`src/rtl/spi_fifo_master_pkg.sv`:
```
// spi_fifo_master_pkg: shared constants, FSM state encoding and a small helper
// for the command-queued SPI write master.
package spi_fifo_master_pkg;

    localparam int ADDR_BITS_DEFAULT  = 8;
    localparam int DATA_BITS_DEFAULT  = 16;
    localparam int FIFO_DEPTH_DEFAULT = 8;
    localparam int FRAME_BITS         = ADDR_BITS_DEFAULT + DATA_BITS_DEFAULT;

    typedef enum logic [1:0] {
        IDLE,
        LOAD,
        SHIFT,
        GAP
    } state_t;

    // A programmed ratio of zero would stall the divider, so it is promoted to one.
    function automatic logic [7:0] half_period_of(input logic [7:0] ratio);
        return (ratio == 8'd0) ? 8'd1 : ratio;
    endfunction

endpackage

```
`src/rtl/spi_cmd_fifo.sv`:
```
// spi_cmd_fifo: show-ahead synchronous FIFO holding queued SPI command words.
// A push while full is accepted only when a pop happens in the same cycle.
module spi_cmd_fifo #(
    parameter int WIDTH = 24,
    parameter int DEPTH = 8,
    localparam int PTR_W = $clog2(DEPTH),
    localparam int CNT_W = PTR_W + 1
) (
    input  logic             clock,
    input  logic             reset,
    input  logic             push,
    input  logic             pop,
    input  logic [WIDTH-1:0] wdata,
    output logic [WIDTH-1:0] rdata,
    output logic             full,
    output logic             empty,
    output logic [CNT_W-1:0] count
);

    logic [WIDTH-1:0] mem [DEPTH];
    logic [PTR_W-1:0] wr_ptr;
    logic [PTR_W-1:0] rd_ptr;
    logic             do_push;
    logic             do_pop;

    assign empty   = (count == '0);
    assign full    = (count == CNT_W'(DEPTH));
    assign do_pop  = pop && !empty;
    assign do_push = push && (!full || do_pop);
    assign rdata   = mem[rd_ptr];

    // Storage array; contents need no reset because the pointers define validity.
    always_ff @(posedge clock) begin
        if (do_push) begin
            mem[wr_ptr] <= wdata;
        end
    end

    // Pointers wrap naturally at the power-of-two depth; count tracks occupancy.
    always_ff @(posedge clock or posedge reset) begin
        if (reset) begin
            wr_ptr <= '0;
            rd_ptr <= '0;
            count  <= '0;
        end else begin
            if (do_push) begin
                wr_ptr <= wr_ptr + 1'b1;
            end
            if (do_pop) begin
                rd_ptr <= rd_ptr + 1'b1;
            end
            case ({do_push, do_pop})
                2'b10:   count <= count + 1'b1;
                2'b01:   count <= count - 1'b1;
                default: count <= count;
            endcase
        end
    end

endmodule

```
`src/rtl/spi_fifo_master.sv`:
```
// spi_fifo_master: queues 32-bit command words and sends each as a 24-bit
// address+data frame on a 3-wire SPI bus (SEN low-active, SCLK, SDATA).
// Optional build macro SPI_LSB_FIRST_EN sends each field LSB first
// (address still before data); by default both fields go MSB first.
module spi_fifo_master
    import spi_fifo_master_pkg::*;
#(
    parameter int ADDR_BITS  = ADDR_BITS_DEFAULT,
    parameter int DATA_BITS  = DATA_BITS_DEFAULT,
    parameter int FIFO_DEPTH = FIFO_DEPTH_DEFAULT
) (
    input  logic        clock,
    input  logic        reset,
    input  logic        start,
    input  logic [7:0]  clk_ratio,
    input  logic        fifo_wren,
    input  logic [31:0] data_in,
    output logic        busy,
    output logic        done,
    output logic        data_full,
    output logic        data_empty,
    output logic        SEN,
    output logic        SCLK,
    output logic        SDATA
);

    localparam int FRAME_LEN = ADDR_BITS + DATA_BITS;
    localparam int BIT_CNT_W = $clog2(FRAME_LEN);
    localparam int COUNT_W   = $clog2(FIFO_DEPTH) + 1;
    localparam logic [BIT_CNT_W-1:0] LAST_BIT = BIT_CNT_W'(FRAME_LEN - 1);

    state_t                 state;
    state_t                 next_state;
    logic                   fifo_pop;
    logic [FRAME_LEN-1:0]   head_word;
    logic [FRAME_LEN-1:0]   frame_word;
    logic [COUNT_W-1:0]     unused_fifo_count;
    logic                   unused_upper_bits;
    logic [FRAME_LEN-1:0]   shift_reg;
    logic [7:0]             half_period;
    logic [7:0]             phase_cnt;
    logic [BIT_CNT_W-1:0]   bit_cnt;
    logic                   phase_end;
    logic                   last_bit;

    // Command words carry no meaning above the frame, so those bits are dropped here.
    assign unused_upper_bits = ^data_in[31:FRAME_LEN];

    spi_cmd_fifo #(
        .WIDTH (FRAME_LEN),
        .DEPTH (FIFO_DEPTH)
    ) u_fifo (
        .clock (clock),
        .reset (reset),
        .push  (fifo_wren),
        .pop   (fifo_pop),
        .wdata (data_in[FRAME_LEN-1:0]),
        .rdata (head_word),
        .full  (data_full),
        .empty (data_empty),
        .count (unused_fifo_count)
    );

    assign phase_end = (phase_cnt == (half_period - 8'd1));
    assign last_bit  = (bit_cnt == LAST_BIT);

    // Arrange the head word as address-then-data, reversing each field for LSB-first builds.
    always_comb begin
        frame_word = '0;
`ifdef SPI_LSB_FIRST_EN
        for (int i = 0; i < ADDR_BITS; i++) begin
            frame_word[DATA_BITS + i] = head_word[ADDR_BITS - 1 - i];
        end
        for (int i = 0; i < DATA_BITS; i++) begin
            frame_word[i] = head_word[ADDR_BITS + DATA_BITS - 1 - i];
        end
`else
        frame_word = {head_word[ADDR_BITS-1:0], head_word[FRAME_LEN-1:ADDR_BITS]};
`endif
    end

    // FSM state register.
    always_ff @(posedge clock or posedge reset) begin
        if (reset) begin
            state <= IDLE;
        end else begin
            state <= next_state;
        end
    end

    // Next-state logic and the FIFO pop strobe issued while loading a frame.
    always_comb begin
        next_state = state;
        fifo_pop   = 1'b0;
        case (state)
            IDLE: begin
                if (start && !data_empty) begin
                    next_state = LOAD;
                end
            end
            LOAD: begin
                fifo_pop   = 1'b1;
                next_state = SHIFT;
            end
            SHIFT: begin
                if (phase_end && SCLK && last_bit) begin
                    next_state = GAP;
                end
            end
            GAP: begin
                if (phase_end) begin
                    next_state = data_empty ? IDLE : LOAD;
                end
            end
            default: next_state = IDLE;
        endcase
    end

    // Serializer, SCLK divider and registered bus outputs; busy falls one cycle after IDLE is reached.
    always_ff @(posedge clock or posedge reset) begin
        if (reset) begin
            shift_reg   <= '0;
            half_period <= 8'd1;
            phase_cnt   <= '0;
            bit_cnt     <= '0;
            busy        <= 1'b0;
            done        <= 1'b0;
            SEN         <= 1'b1;
            SCLK        <= 1'b0;
            SDATA       <= 1'b0;
        end else begin
            done <= 1'b0;
            busy <= (state == IDLE) ? (start && !data_empty) : 1'b1;
            case (state)
                LOAD: begin
                    SDATA       <= frame_word[FRAME_LEN-1];
                    shift_reg   <= {frame_word[FRAME_LEN-2:0], 1'b0};
                    half_period <= half_period_of(clk_ratio);
                    phase_cnt   <= '0;
                    bit_cnt     <= '0;
                    SEN         <= 1'b0;
                    SCLK        <= 1'b0;
                end
                SHIFT: begin
                    if (phase_end) begin
                        phase_cnt <= '0;
                        if (!SCLK) begin
                            SCLK <= 1'b1;
                        end else if (last_bit) begin
                            SEN   <= 1'b1;
                            SCLK  <= 1'b0;
                            SDATA <= 1'b0;
                            done  <= 1'b1;
                        end else begin
                            SCLK      <= 1'b0;
                            SDATA     <= shift_reg[FRAME_LEN-1];
                            shift_reg <= {shift_reg[FRAME_LEN-2:0], 1'b0};
                            bit_cnt   <= bit_cnt + 1'b1;
                        end
                    end else begin
                        phase_cnt <= phase_cnt + 8'd1;
                    end
                end
                GAP: begin
                    if (phase_end) begin
                        phase_cnt <= '0;
                    end else begin
                        phase_cnt <= phase_cnt + 8'd1;
                    end
                end
                default: begin
                    phase_cnt <= '0;
                end
            endcase
        end
    end

endmodule

```
`config.mk`:
```
export PLATFORM = sky130hd
export DESIGN_NAME = spi_fifo_master
export DESIGN_NICKNAME = d
export VERILOG_FILES = /design/src/rtl/spi_fifo_master_pkg.sv /design/src/rtl/spi_cmd_fifo.sv /design/src/rtl/spi_fifo_master.sv
export SDC_FILE = /design/constraint.sdc
export NUM_CORES = 1
export LEC_CHECK = 0
export CORE_MARGIN = 2
export CORE_UTILIZATION = 40
export CTS_CLUSTER_DIAMETER = 80
export CTS_CLUSTER_SIZE = 30
export DETAILED_ROUTE_END_ITERATION = 8
export PLACE_DENSITY_LB_ADDON = 0.15
export SLEW_MARGIN = 20
export SYNTH_ARGS = -nofsm -noshare
export SYNTH_HDL_FRONTEND = slang
export SYNTH_SLANG_ARGS = --single-unit
```
`constraint.sdc`:
```
create_clock -name clock -period 3.06 [get_ports clock]
set_clock_uncertainty 0.1 [all_clocks]
set_input_delay 0.306 -clock clock [delete_from_list [all_inputs] [get_ports clock]]
set_output_delay 0.306 -clock clock [all_outputs]
set_load 0.01 [all_outputs]
```
==> flow_metrics.tcl, run 1 <==
set metrics [dict create \
    synth_area_leaders "edfxtp_1, dfrtp_1, mux4_2" \
    ys_ff_latch 253 \
    antenna_found_initial 0 \
    endpoint_kind "flip-flop" \
    rr_worst_depth 9 \
    gp_congestion 0.787 \
    fin_crit_ns 2.93 \
    die_area_um2 27500 \
    cp_max_fo 23 \
    htree_levels 1 \
    placedCellCount 970 \
    min_period_over_period_pct 95.6 \
    numPortBuffers 42 \
    fp.dieW_um 166 \
    detail-route-antenna-nets 0 \
    pin_count 51 \
    syn_area_per_cell_um2 17.4 \
    start_kind "flip-flop" \
    ys_warn_count 0 \
    setup_viol 0 \
    finalNetCount 709 \
    dr.pass1.iters 4 \
    coreArea_um2 25800 \
    synth_area_um2 10500 \
    syn_inst 600 \
    antenna_cells 0 \
    grt-ovfl-total 0 \
    row_count 59 \
    largest_reg_flops 192 \
    maxSlewViolCount 0 \
    power_density_nw_per_um2 905 \
    fillCellCount 2253 \
    final-hold-violation-count 0 \
    synthFlopType "edfxtp_1" \
    clkLatencyLatePin_ns 0.48 \
    finalSetupTns_ns 0 \
    cts_root_buf "clkbuf_16" \
    final_cells 994 \
    hpwl_um 11500 \
    design_area_um2 11900 \
    cts.path.max_buffers 3 \
    synth-edff-count 192 \
    grt_usage_pct 15.0 \
    syn_nets 658 \
    grt_pass1_wl_um 32100 \
    cts_sinks 253 \
    cts_tree "built" \
    fmax_mhz 342 \
    drt_iter0_drc 241 \
    holdBufCountCts 0 \
    synth_async_sr_flop_share_pct 24.1 \
    drive_above_1_share_pct 21.4 \
    drc 0 \
    via_per_inst 5.23 \
    start_util_pct 40.5 \
    hold_path.class "input port to asynchronous set/reset pin" \
    synth_top_area_share_pct 55.1 \
    synth_cell_types 46 \
    peakVddDrop_mv 0.456 \
    critical_path_class "flip-flop to flip-flop" \
    die_height_um 166 \
    status "complete, no violations" \
    path_clk_slew_ns 0.11 \
    crit_required_ns 3.34 \
    grt_max_degree 46 \
    maxSlewHeadroom_pct 48.3 \
    totalWireLength_um 20000 \
    tightest_slew_ns 0.775 \
    grt_pass1_vias 5643 \
    placed_area_um2 11400 \
    p_leak_nw 4.21 \
    routedWlPerCell_um 20.2 \
    numCtsBuffers 14 \
    vias 5200 \
    rsz0062_at_grt "false" \
    post-synth-top-area-cell "edfxtp_1" \
    cap_violations 0 \
    synth_seq_area_share_pct 69.7 \
    area_growth_pct 13.6 \
    postLayoutCoreUtil_pct 46.0 \
    worstPathArrival_ns 3.20 \
]
## through the flow
stage               setup WS (ns)  total power, W  hold slack, ns
CTS                         0.131          0.0110           0.147
floorplan                   0.177         0.00768           0.305
detailed placement          0.132         0.00880           0.391
global placement            0.199         0.00865           0.371
finish                      0.134          0.0108           0.121
global route              0.00625          0.0114           0.190
## metal layers
layer | GRT usage [%] | up-vias | wire length (um)
met3 | 2.05 | 25 | 637
li1 | - | 2396 | -
met4 | 3.97 | 0 | 490
met1 | 20.1 | 2699 | 8940
met2 | 25.7 | 80 | 9980
met5 | 0 | - | 0
## critical path, stage by stage (launching register included)
cell and delay [ns]:
dfstp_2 0.60, inv_1 0.07, ha_1 0.28, o21bai_1 0.18, a211oi_1 0.27, o21bai_1 0.11, nor2b_1 0.18, or3_4 0.39
and2_4 0.30, mux2_4 0.34
## cell type report
class,instances,area (um^2),area share (%)
inverters,15,56.3,0.474
clock inverters,7,83.8,0.706
flip-flops and latches,253,7300,61.4
clock buffers,17,393,3.31
well taps,335,419,3.53
repair buffers,61,601,5.05
multi-input cells,306,3030,25.5
## final timing paths
kind,from,end,slack [ns]
max,half_period[0]$_DFFE_PP1P_,shift_reg[6]$_DFFE_PP0P_,0.13
min,reset,SDATA$_DFFE_PP0P_,0.12
max reg2reg,half_period[0]$_DFFE_PP1P_,shift_reg[6]$_DFFE_PP0P_,0.13
min reg2reg,u_fifo.count[3]$_DFFE_PP0P_,u_fifo.count[3]$_DFFE_PP0P_,0.40
max in group asynchronous,reset,u_fifo.rd_ptr[0]$_DFFE_PP0P_,1.99
min in group clock,start,busy$_DFF_PP0_,0.29
## synth_stat cells (4+ instances only)
cell type	number
buf_1	6
xnor2_1	16
mux2_2	12
nand3_1	8
mux2_4	19
clkbuf_1	14
nor4_1	4
xor2_1	8
a21o_1	4
nand2_1	44
nor2b_1	6
nor3_1	6
nand2b_1	5
ha_1	13
mux2i_1	24
mux4_2	48
dfrtp_1	59
a21oi_1	5
o21ai_0	33
inv_1	15
edfxtp_1	192
nor2_1	21
## report_power, final
part	internal (W)	switching [W]	leakage, nW
Combinational	0.00192	0.00179	1.48
Sequential	0.00444	0.000485	2.49
Clock	0.000980	0.00114	0.234
Total	0.00733	0.00342	4.21
## kinds of logic (layout without fill, tap and decap cells)
kind of cell | Yosys count | count (layout) | share of synthesized area (%)
adder cells (fa/ha/maj) | 14 | 14 | 1.75
multiplexers | 103 | 103 | 16.6
flip-flops | 253 | 253 | 69.7
XOR/XNOR | 24 | 24 | 2.01
buffers and inverters | 41 | 100 | 1.72
AO/OA/AOI/OAI | 57 | 57 | 3.18
AND/OR/NAND/NOR | 108 | 108 | 4.96
## cell usage in the layout (no fill, tap or decap), types with 4 or more instances in the layout
master           Yosys  final
dfrtp_1             59     57
clkbuf_16            0     15
nor2_2               0      6
mux2i_1             24     24
xor2_1               8      8
nand2_1             44     44
ha_1                13     13
inv_1               15     14
nand3_1              8      8
a21oi_1              5      5
nor3_1               6      4
mux2_2              12     12
nor2_1              21     15
nor2b_1              6      6
buf_4                0     16
edfxtp_1           192    192
nor4_1               4      4
o21ai_0             33     33
a21o_1               4      4
clkdlybuf4s50_1      0     42
mux4_2              48     48
xnor2_1             16     16
mux2_4              19     19
nand2b_1             5      5
## timing repair
action,in CTS,in global routing
endpoints found under the setup margin,0,8
resized for setup,0,1
setup buffers,0,0
(Power assumes the default switching activity.)
==> run 2, diff against run 1 <==
Settings changed: CORE_MARGIN 2 to 3, CTS_CLUSTER_DIAMETER 80 to 50.
==> run 2 against run 1 <==
- clock-buffer cell count increased by 9
- clock power increased by 48%
- sequential share of layout area decreased by 2.2 points
- critical path type unchanged
- critical endpoint is now shift_reg[7]$_DFFE_PP0P_
- largest power group unchanged
==> flow_metrics.tcl, run 2 (synthesis results as in run 1) <==
set metrics [dict create \
    status "complete, no violations" \
    drt_iter0_drc 311 \
    fillCellCount 2133 \
    finalNetCount 730 \
    slowest_delay_ns 0.59 \
    layout_commonest_cell "edfxtp_1" \
    fin_crit_ns 2.96 \
    pin_count 51 \
    rsz0062_at_grt "false" \
    die_area_um2 28100 \
    worstPathArrival_ns 3.25 \
    cp_cell_sequence "inv_1, ha_2, xor2_1, o211ai_1, a211oi_1, nand3_1, or3_1, and2_4, mux2_4" \
    coreArea_um2 25500 \
    maxSlewHeadroom_pct 55.7 \
    cts.path.max_buffers 3 \
    cts_sinks 253 \
    grt_pass1_wl_um 32100 \
    final_cells 1020 \
    post_cts_buffers 0 \
    die_height_um 168 \
    antenna_cells 0 \
    path_clk_slew_ns 0.06 \
    routedWlPerCell_um 19.9 \
    crit_required_ns 3.35 \
    grt_max_degree 33 \
    vias 5262 \
    cp_max_fo 23 \
    endpoint_kind "flip-flop" \
    row_count 58 \
    power_density_nw_per_um2 958 \
    cts_resized 0 \
    critical_path_class "flip-flop to flip-flop" \
    fp.dieW_um 168 \
    final-hold-violation-count 0 \
    hpwl_um 12800 \
    crit_slowest_cell "dfstp_2" \
    start_kind "flip-flop" \
    antenna_found_initial 0 \
    grt_pass1_vias 5628 \
    cap_violations 0 \
    finalSetupTns_ns 0 \
    postLayoutCoreUtil_pct 48.4 \
    detail-route-antenna-nets 0 \
    hold_path.class "input port to asynchronous set/reset pin" \
    setup_viol 0 \
    cts_tree "built" \
    fmax_mhz 338 \
    area_growth_pct 17.9 \
    critical-path-top-delay-family "simple AND/OR/NAND/NOR gates" \
    maxSlewViolCount 0 \
    peakVddDrop_mv 0.600 \
    drive_above_1_share_pct 24.8 \
    largest_reg_flops 192 \
    clkLatencyLatePin_ns 0.52 \
    min_period_over_period_pct 96.6 \
    gp_congestion 0.756 \
    placedCellCount 976 \
    via_per_inst 5.16 \
    p_leak_nw 4.45 \
    totalWireLength_um 20300 \
    dr.pass1.iters 5 \
    tightest_slew_ns 0.664 \
    whs_ns 0.122 \
    numCtsBuffers 24 \
    cts_root_buf "clkbuf_16" \
    drc 0 \
    htree_levels 1 \
    cp.buffers_inverters 1 \
    start_util_pct 41.1 \
    grt-ovfl-total 0 \
    final_cell_mix "edfxtp_1, dfrtp_1, mux4_2, nand2_1, clkdlybuf4s50_1" \
    numPortBuffers 42 \
    holdBufCountCts 0 \
    grt_usage_pct 14.7 \
]
## run 2: cell types whose count changed in the layout (fill, tap and decap cells not counted), sizes merged
cell,before,now
buf,19,30
clkbuf,17,26
clkinv,2,8
bufinv,0,3
clkinvlp,0,1
inv,20,21
## run 2: path summary, 6_finish.rpt
kind                                        startpoint                          end  slack [ns]  depth (start not counted)
min in group clock                               start               busy$_DFF_PP0_        0.26                          3
min                                              reset               done$_DFF_PP0_        0.12                          2
min reg2reg                u_fifo.count[3]$_DFFE_PP0P_  u_fifo.count[3]$_DFFE_PP0P_        0.38                          1
max                         half_period[0]$_DFFE_PP1P_     shift_reg[7]$_DFFE_PP0P_        0.10                          9
max in group asynchronous                        reset     shift_reg[7]$_DFFE_PP0P_        2.05                          3
max reg2reg                 half_period[0]$_DFFE_PP1P_     shift_reg[7]$_DFFE_PP0P_        0.10                          9
## run 2: per-stage QoR
step	area, um^2	setup WS (ns)	total power, W
floorplan	10500	0.177	0.00768
global placement	11500	0.198	0.00871
global route	12300	0.0451	0.0125
CTS	12300	0.149	0.0120
finish	12300	0.104	0.0118
detailed placement	11500	0.160	0.00884
## run 2: cell type report
cell class                      instances  area (um^2)  share of cell area [%]
Tap cell                              330          413                    3.35
Sequential cell                       253         7300                    59.2
Inverter                               15         56.3                   0.457
Multi-Input combinational cell        306         3030                    24.5
Clock inverter                         18          224                    1.82
Timing Repair Buffer                   72          683                    5.54
Clock buffer                           26          629                    5.10
## run 2: routing by layer
metal  global-route usage [%]  share of wire [%]  vias to the layer above
li1                         -                  -                     2456
met1                     19.5                 43                     2675
met2                     25.4                 50                       95
met3                     2.29                4.2                       36
met4                     3.66                2.3                        0
met5                        0                  0                        -
## run 2: power by group
| part | total (W) | internal (W) | switching (W) |
|---|---|---|---|
| clock network | 0.00313 | 0.00179 | 0.00134 |
| logic | 0.00381 | 0.00196 | 0.00185 |
| registers | 0.00488 | 0.00444 | 0.000439 |
